--- src/rtl/clk_step_ctrl.sv ---
// clk_step_ctrl
// Debug clock-step controller sitting directly upstream of clk_count_stop.
// The host issues HALT / RUN / STEP / CLEAR commands over a valid/ready
// handshake; the controller drives clk_count_stop's active and trg_count
// inputs, watches its match output, and keeps a mirror of executed gated
// clock cycles so the host can free-run, halt, or single/multi-step.
//
// Ports:
//   clk_in       free-running system clock (ungated side)
//   rst          synchronous reset, active-high
//   cmd_valid    command present
//   cmd_ready    command accepted on an edge with cmd_valid & cmd_ready
//   cmd_op       00 HALT, 01 RUN, 10 STEP, 11 CLEAR
//   cmd_arg      step count N (STEP only), zero-extended to CNT_W
//   match        from clk_count_stop, gated clock reached trg_count
//   active       to clk_count_stop
//   trg_count    to clk_count_stop, absolute cycle target
//   cycle_count  executed gated-clock cycles
//   halted       high while in HALT
//   step_done    one-cycle pulse when a STEP or HALT request completes
//
// Optional feature (macro CLK_STEP_BRK_EN):
//   brk_en       breakpoint enable
//   brk_count    breakpoint cycle; FREE halts so that cycle_count == brk_count
//   brk_hit      pulses together with step_done when a breakpoint halt completes

module clk_step_ctrl #(
    parameter int CNT_W = 64,
    parameter int ARG_W = 32
) (
    input  logic             clk_in,
    input  logic             rst,
    input  logic             cmd_valid,
    output logic             cmd_ready,
    input  logic [1:0]       cmd_op,
    input  logic [ARG_W-1:0] cmd_arg,
    input  logic             match,
    output logic             active,
    output logic [CNT_W-1:0] trg_count,
    output logic [CNT_W-1:0] cycle_count,
    output logic             halted,
    output logic             step_done
`ifdef CLK_STEP_BRK_EN
    ,
    input  logic             brk_en,
    input  logic [CNT_W-1:0] brk_count,
    output logic             brk_hit
`endif
);

    typedef enum logic [1:0] {
        ST_FREE = 2'd0,
        ST_STEP = 2'd1,
        ST_HALT = 2'd2
    } state_t;

    localparam logic [1:0] OP_HALT  = 2'b00;
    localparam logic [1:0] OP_RUN   = 2'b01;
    localparam logic [1:0] OP_STEP  = 2'b10;
    localparam logic [1:0] OP_CLEAR = 2'b11;

    localparam logic [CNT_W-1:0] ONE = CNT_W'(1);

    state_t           state_q, state_d;
    logic             active_q, active_d;
    logic [CNT_W-1:0] trg_q, trg_d;
    logic [CNT_W-1:0] cyc_q, cyc_d;
    logic             done_q, done_d;

    logic             cmdFire;
    logic [CNT_W-1:0] argExt;

`ifdef CLK_STEP_BRK_EN
    logic             brkPend_q, brkPend_d;
    logic             brkHit_q, brkHit_d;
    logic             breakFire;
`endif

    // Ready depends on state only so the handshake never loops through cmd_valid.
    assign cmdFire = cmd_valid & cmd_ready;
    assign argExt  = CNT_W'(cmd_arg);

`ifdef CLK_STEP_BRK_EN
    // Arming one cycle early means the halt lands with cycle_count == brk_count.
    assign breakFire = brk_en && (cyc_q == (brk_count - ONE));
`endif

    // Next-state and next-output logic; every register holds unless changed.
    always_comb begin
        state_d  = state_q;
        active_d = active_q;
        trg_d    = trg_q;
        cyc_d    = cyc_q;
        done_d   = 1'b0;
`ifdef CLK_STEP_BRK_EN
        brkPend_d = brkPend_q;
        brkHit_d  = 1'b0;
`endif
        case (state_q)
            ST_FREE: begin
                // Downstream clock is ungated here, so every edge is a cycle.
                cyc_d    = cyc_q + ONE;
                active_d = 1'b0;
                if (cmdFire) begin
                    case (cmd_op)
                        OP_HALT: begin
                            trg_d    = cyc_q + ONE;
                            active_d = 1'b1;
                            state_d  = ST_STEP;
                        end
                        OP_STEP: begin
                            trg_d    = cyc_q + argExt;
                            active_d = 1'b1;
                            state_d  = ST_STEP;
                        end
                        default: ;
                    endcase
                end
`ifdef CLK_STEP_BRK_EN
                else if (breakFire) begin
                    trg_d     = cyc_q + ONE;
                    active_d  = 1'b1;
                    state_d   = ST_STEP;
                    brkPend_d = 1'b1;
                end
`endif
            end
            ST_STEP: begin
                // A match on the first STEP cycle completes without counting.
                if (match) begin
                    state_d = ST_HALT;
                    done_d  = 1'b1;
`ifdef CLK_STEP_BRK_EN
                    brkHit_d  = brkPend_q;
                    brkPend_d = 1'b0;
`endif
                end else begin
                    cyc_d = cyc_q + ONE;
                end
            end
            ST_HALT: begin
                if (cmdFire) begin
                    case (cmd_op)
                        OP_STEP: begin
                            // A zero-length step completes immediately in place.
                            if (argExt != '0) begin
                                trg_d   = trg_q + argExt;
                                state_d = ST_STEP;
                            end else begin
                                done_d = 1'b1;
                            end
                        end
                        OP_RUN: begin
                            active_d = 1'b0;
                            state_d  = ST_FREE;
                        end
                        OP_CLEAR: begin
                            cyc_d = '0;
                            trg_d = '0;
                        end
                        default: ;
                    endcase
                end
            end
            default: begin
                state_d  = ST_FREE;
                active_d = 1'b0;
            end
        endcase
    end

    // State and output registers with synchronous reset back to FREE.
    always_ff @(posedge clk_in) begin
        if (rst) begin
            state_q  <= ST_FREE;
            active_q <= 1'b0;
            trg_q    <= '0;
            cyc_q    <= '0;
            done_q   <= 1'b0;
        end else begin
            state_q  <= state_d;
            active_q <= active_d;
            trg_q    <= trg_d;
            cyc_q    <= cyc_d;
            done_q   <= done_d;
        end
    end

`ifdef CLK_STEP_BRK_EN
    // Breakpoint bookkeeping: remember that the current STEP came from a breakpoint.
    always_ff @(posedge clk_in) begin
        if (rst) begin
            brkPend_q <= 1'b0;
            brkHit_q  <= 1'b0;
        end else begin
            brkPend_q <= brkPend_d;
            brkHit_q  <= brkHit_d;
        end
    end

    assign brk_hit = brkHit_q;
`endif

    assign cmd_ready   = (state_q != ST_STEP);
    assign active      = active_q;
    assign trg_count   = trg_q;
    assign cycle_count = cyc_q;
    assign halted      = (state_q == ST_HALT);
    assign step_done   = done_q;

endmodule

--- config.mk ---
export PLATFORM = sky130hd
export DESIGN_NAME = clk_step_ctrl
export DESIGN_NICKNAME = d
export VERILOG_FILES = /design/src/rtl/clk_step_ctrl.sv
export SDC_FILE = /design/constraint.sdc
export NUM_CORES = 1
export LEC_CHECK = 0
export BUFFER_PORTS_ARGS = -buffer_cell sky130_fd_sc_hd__buf_2
export CORE_UTILIZATION = 61
export CTS_CLUSTER_SIZE = 25
export DETAILED_ROUTE_END_ITERATION = 7
export PLACE_DENSITY_LB_ADDON = 0.12
export SLEW_MARGIN = 20
export SYNTH_ARGS = -nofsm -noshare
export SYNTH_HDL_FRONTEND = slang
export SYNTH_SLANG_ARGS = --single-unit
--- constraint.sdc ---
create_clock -name clk_in -period 10.95 [get_ports clk_in]
set_input_delay 2.19 -clock clk_in [delete_from_list [all_inputs] [get_ports clk_in]]
set_output_delay 2.19 -clock clk_in [all_outputs]
set_load 0.005 [all_outputs]
==> results.md, run 1 <==
* Post-CTS setup buffer count at 0
* Clock network fraction of design power at 0.267
* Top Ports at 170
* Mapped cell area at 12010 um2
* Critical Path Fanout Max at 9
* Post-synthesis sequential area ratio at 0.2201
* WL/cell at 21.64 um
* Largest cells by area after synthesis: dfxtp_1, a21oi_1, ha_1, nor2_1, o21ai_0
* Worst slew pin tran at 1.018 ns
* Crit. End Element: register
* Nets at 1916
* Critical path's largest stage delay at 0.81 ns
* Initial antenna violation count at 1
* Post-cts resize count at 0
* # fillers at 1703
* Crit share post-route at 0.5119
* Htree depth at 4
* Outcome: finished with violations
* Max frequency at 0.1784 GHz
* Leakage at 5.473 nW
* Syn-to-layout area delta at 12.09%
* Cell taking the most area after synthesis: dfxtp_1
* Cell count after synthesis at 1717
* Pre-Repair DR Iteration Count at 8
* Worst Hold Class: reg2reg
* CTS Buf Count at 17
* P_sw at 0.001002 W
* PD cells at 164.6 nW/um2
* Finish-stage setup viols at 0
* Clock slew at reported path FFs at 0.06 ns
* Crit path time final at 5.605 ns
* Row cnt at 50
* DIE AREA at 20250 um2
* Max-Cap Viols at 0
* Worst EP required at 11.23 ns
* Comb pwr share at 0.464
* Die H at 142.3 um
* Unique masters post-synth at 78
* Cell internal pwr at 0.001213 W
* Final hold viol count at 0
* Largest net degree at the start of global routing at 77
* Vias/cell at 6.942
* CTS tree: yes
* Iteration-0 DRC Markers at 2119
* Clk Latency, worst-skew pair at 0.44 ns
* Crit path max-delay cell type: o211ai_1
* Proportion of layout cells with a drive suffix above 1 at 0.1341
* Final core utilization at 0.7076
* Share of the synthesized area in the top cell type at 0.2201
* Sequential share of power at 0.269
* Clock sink count at 132
* Fin. max-slew vios at 0
* Vias at 14450
* Hold Buf Count CTS at 0
* Congestion Overflow GR at 0
* GRT Overall Usage at 0.4406
* Startpoint types: input pin
* Syn nets at 1826
* Most used cell, CP: o211ai_1
* Worst Path Arrival at 5.89 ns
* Top_reg_cell synth: dfxtp_1
* Failing checks: DRC
* RSZ-0062 raised after global routing: false
* Clk root buf: clkbuf_16
* Die X at 142.3 um
* PortBufs at 169
* Post-synth EDFFs at 0
* Routability cong. at 0.9899
* DRT antenna net count at 0
* Clock Path Buffers at 2
* Final setup TNS at 0 ns
* HPWL after detailed placement at 32.32 mm
* Max_slew headroom at 0.3195
* Floorplan core area at 19020 um2
* Crit path kind: in2reg
* Net Sw Frac at 0.4522
* Fraction of registers with async set/reset at 0
* Vias in the first global route at 12610
* Final WL at 45.04 mm
* Drc violations at 1
* Average size of a mapped cell at 6.992 um2
* VDD IR-drop max at 0.0001284 V
* Hold WS at 0.4838 ns
* Synth Warn # at 0
* Critical Path, Cell by Cell: buf_2, ha_1, and3_1, and4_1, o211ai_1, nand3b_1, a311oi_4, o211ai_1, nand4_1, o31a_1, o21ai_0, a21oi_1
* Initial cell density of the core at 0.6312
* Register bit count reported by yosys at 132
* Worst Clk Skew at 0.009287 ns
* First-pass GRT wire length at 69.26 mm
path summary, 6_finish.rpt:
| kind | startpoint | endpoint | slack (ns) | depth (start not counted) |
|---|---|---|---|---|
| setup / recovery | cmd_arg[10] | trg_count[50]$_SDFFE_PP0P_ | 5.35 | 12 |
| setup reg to reg | state_q[0]$_SDFFE_PP0P_ | trg_count[39]$_SDFFE_PP0P_ | 6.63 | 12 |
| hold reg to reg | trg_count[0]$_SDFFE_PP0P_ | trg_count[0]$_SDFFE_PP0P_ | 0.48 | 2 |
| hold / removal | trg_count[0]$_SDFFE_PP0P_ | trg_count[0]$_SDFFE_PP0P_ | 0.48 | 2 |
layout make-up:
cell class	instances	area, um2	area share
timing repair buffer	184	960.9	0.07141
clock inverter	14	141.4	0.01051
multi-input combinational	1441	8828	0.6561
antenna	1	2.502	0.0001860
inverter	31	116.4	0.008647
tap	260	325.3	0.02417
sequential	132	2643	0.1964
clock buffer	18	439.2	0.03264
cells by family (layout without fill, tap and decap cells):
family | Yosys count | count (layout) | share of synthesized area
compound gates | 578 | 578 | 0.2989
xor+xnor | 100 | 100 | 0.07295
fa+ha+maj | 71 | 71 | 0.07525
buf+inv | 144 | 247 | 0.04711
flops | 132 | 132 | 0.2201
mux | 5 | 5 | 0.004585
other cells | 0 | 1 | 0
simple gates | 687 | 687 | 0.2811
power groups by stage:
stage	clock network (W)	logic (W)	registers, W
floorplan	0	0.000684	0.000594
global placement	0	0.000971	0.000603
detailed placement	0	0.000983	0.000604
CTS	0.000589	0.000989	0.000593
global route	0.000605	0.00111	0.000602
finish	0.000592	0.00103	0.000596
critical path, delay by kind of cell:
family	cells	cell delay [ns]
fa+ha+maj	1	0.39
simple gates	4	1.17
compound gates	6	2.00
buf+inv	1	0.12
cell usage after synthesis (5+ instances only):
cell type    n
and2_1      12
and3_1      30
clkbuf_1    93
nor4_1      22
ha_1        69
or4_1       16
o21ai_0    145
xnor2_1     55
a21oi_1    188
a21o_1      37
nor2_1     198
o311ai_0     5
a221oi_1    11
and4_1      12
buf_2       13
xor2_1      45
o211ai_1    14
nor3_1      57
a31oi_1     43
dfxtp_1    132
a21boi_0     5
or3_1       28
nand2b_1    13
nor3b_1      5
nand2_1    152
nor2b_1     10
o22ai_1     13
o21bai_1     8
a211oi_1    22
inv_1       31
o221ai_1    13
nand3_1     61
nand4_1     50
o31a_1       5
a22oi_1     19
o21a_1       8
stage by stage:
| step | std cells | total power (W) | setup slack (ns) | cell area, um2 |
|---|---|---|---|---|
| CTS | 2080 | 0.002172 | 5.542 | 13450 |
| global placement | 2048 | 0.001573 | 5.159 | 12870 |
| floorplan | 1717 | 0.001278 | 6.019 | 12010 |
| detailed placement | 2048 | 0.001587 | 5.140 | 12870 |
| global route | 2080 | 0.002318 | 5.227 | 13450 |
| finish | 2081 | 0.002215 | 5.345 | 13460 |
per-layer routing:
layer | global-route usage | part of all wire
met5 | 0 | 0
met4 | 0.1211 | 0.023
met3 | 0.1275 | 0.16
met2 | 0.6318 | 0.41
met1 | 0.6339 | 0.41
placed cells by master, fill, tap and decap left out, drive strengths merged, types with 24 or more instances in the layout:
cell and count:
a211oi 24, a21o 37, a21oi 188, a31oi 43
and3 31, buf 184, dfxtp 132, ha 69
inv 38, nand2 152, nand3 62, nand4 51
nor2 199, nor3 57, nor4 24, o21ai 148
or3 28, xnor2 55, xor2 45
sequential cells by signal (all words and copies together) (netlist names):
signal	flops
state_q	2
cycle_count	64
trg_count	64
step_done	1
active	1
Power figures use the tool's default switching activity.
==> run 2, diff against run 1 <==
--- a/config.mk
+++ b/config.mk
@@ -6,7 +6,7 @@
 export NUM_CORES = 1
 export LEC_CHECK = 0
 export BUFFER_PORTS_ARGS = -buffer_cell sky130_fd_sc_hd__buf_2
-export CORE_UTILIZATION = 61
+export CORE_UTILIZATION = 54
 export CTS_CLUSTER_SIZE = 25
 export DETAILED_ROUTE_END_ITERATION = 7
 export PLACE_DENSITY_LB_ADDON = 0.12
==> constraint.sdc (replaced) <==
create_clock -name clk_in -period 4.9 [get_ports clk_in]
set_input_delay 0.98 -clock clk_in [delete_from_list [all_inputs] [get_ports clk_in]]
set_output_delay 0.98 -clock clk_in [all_outputs]
set_load 0.005 [all_outputs]
==> run 2 against run 1 <==
  * Power increased by 130%
  * The run now ends clean
  * Combinational power rose by 130%
  * Register-to-register slack got worse by 5.7 ns
  * Largest power group unchanged
  * Clock skew about the same
  * Clock power is 130% higher
==> results.md, run 2 (synthesis results as in run 1) <==
* Critical Path Fanout Max at 9
* Critical Path End: trg_count[42]$_SDFFE_PP0P_
* Clock Path Buffers at 2
* DIE AREA at 22830 um2
* Antenna diodes at 0
* Initial antenna violation count at 0
* Crit-path leading delay family: compound AO/OA/AOI/OAI gates
* Die H at 151.1 um
* Clock sink count at 132
* Leakage at 5.543 nW
* Crit path max-delay cell type: fa_1
* FF-to-FF End: trg_count[63]$_SDFFE_PP0P_
* Fin. max-slew vios at 0
* Drc violations at 0
* Congestion Overflow GR at 0
* Die X at 151.1 um
* RR Startpoint: cycle_count[11]$_SDFFE_PP0P_
* Max frequency at 0.2514 GHz
* Startpoint types: input pin
* Largest net degree at the start of global routing at 83
* Top Ports at 170
* Clock slew at reported path FFs at 0.07 ns
* Outcome: finished, final reports clean
* Floorplan core area at 21820 um2
* Max-Cap Viols at 0
* Worst Path Arrival at 4.27 ns
* First-pass GRT wire length at 69.83 mm
* GRT Overall Usage at 0.3961
* Most frequent cells in the layout: nor2_1, a21oi_1, buf_2
* Worst Hold Class: reg2reg
* PD cells at 370.0 nW/um2
* Crit path kind: in2reg
* Reg2Reg Setup Slack at 0.97 ns
* Final WL at 45.57 mm
* Iteration-0 DRC Markers at 1600
* Critical path's largest stage delay at 0.44 ns
* PortBufs at 169
* Min-delay src: active$_SDFFE_PP0P_
* Nets at 1927
* WL/cell at 21.60 um
* Power Total at 0.005024 W
* Crit share post-route at 0.8118
* Buffer and inverter count on the worst path at 1
* Vias in the first global route at 12380
* Critical Path, Cell by Cell: buf_2, ha_1, fa_1, a211oi_1, nor2_1, o211ai_1, nand3b_1, a311oi_4, o211ai_1, nand4_1, nor3_1, o21ai_0, a31oi_1
* Hold WS at 0.4622 ns
* VDD IR-drop max at 0.0005198 V
* Final setup TNS at 0 ns
* Pre-Repair DR Iteration Count at 5
* DRT antenna net count at 0
* Pre-CTS setup slack at 0.5554 ns
* CTS Buf Count at 17
* Worst Setup SP: cmd_arg[0]
* Vias at 14190
* CTS tree: yes
* Proportion of layout cells with a drive suffix above 1 at 0.1383
* Final hold viol count at 0
* Commonest non-fill, non-tap cell in the layout: nor2_1
* Htree depth at 4
* # fillers at 2136
* Crit. End Element: register
* Final WS setup at 0.9220 ns
* Row cnt at 54
* Worst Clk Skew at 0.009754 ns
* Max_slew headroom at 0.2886
* Post-cts resize count at 0
* Most used cell, CP: o211ai_1
* Path length in cells of the critical path at 13
* Syn-to-layout area delta at 13.12%
* Routability cong. at 0.9707
* Worst slew pin tran at 1.059 ns
* Crit path time final at 3.978 ns
* Initial cell density of the core at 0.5501
* Worst EP required at 5.19 ns
* Vias/cell at 6.725
* Clk root buf: clkbuf_16
* Clk Latency, worst-skew pair at 0.44 ns
* Post-CTS setup buffer count at 0
* Final core utilization at 0.6223
* Finish-stage setup viols at 0
* RSZ-0062 raised after global routing: false
* HPWL after detailed placement at 32.85 mm
* R2R cell count at 10
* Hold Buf Count CTS at 0
==> run 2: where the power goes <==
| group | internal [W] | switching (W) |
|---|---|---|
| clock | 0.000805 | 0.000575 |
| combinational | 0.000799 | 0.00152 |
| sequential | 0.00120 | 0.000127 |
| total | 0.00280 | 0.00222 |
==> run 2: stage by stage <==
stage / instance area (um2) / std cells
floorplan: 12010 / 1717
global placement: 12980 / 2079
detailed placement: 12980 / 2079
CTS: 13580 / 2110
global route: 13580 / 2110
finish: 13580 / 2110
==> run 2: per-layer routing <==
layer / up-vias / global-route usage / part of all wire
li1: 6604 / - / -
met1: 6725 / 0.5804 / 0.45
met2: 789 / 0.5702 / 0.42
met3: 71 / 0.09548 / 0.12
met4: 0 / 0.1035 / 0.019
met5: - / 0 / 0
==> run 2: worst min-delay path: stages (launching register included) <==
cell     delay, ns
dfxtp_1       0.31
nand2_1       0.05
a21oi_1       0.06
==> run 2: cell type report <==
class / count / area, um2 / share of cell area
Multi-Input combinational cell: 1441 / 8826 / 0.6499
Sequential cell: 132 / 2643 / 0.1946
Timing Repair Buffer: 195 / 1044 / 0.07684
Clock buffer: 17 / 425.4 / 0.03132
Tap cell: 280 / 350.3 / 0.02580
Clock inverter: 14 / 176.4 / 0.01299
Inverter: 31 / 116.4 / 0.008568
==> run 2: how the worst min path moves through the flow <==
| stage | end | depth (start not counted) |
|---|---|---|
| finish | active$_SDFFE_PP0P_ | 2 |
| global route | active$_SDFFE_PP0P_ | 2 |
| CTS | active$_SDFFE_PP0P_ | 2 |
| detailed placement | active$_SDFFE_PP0P_ | 2 |
| global placement | active$_SDFFE_PP0P_ | 2 |
| floorplan | active$_SDFFE_PP0P_ | 2 |
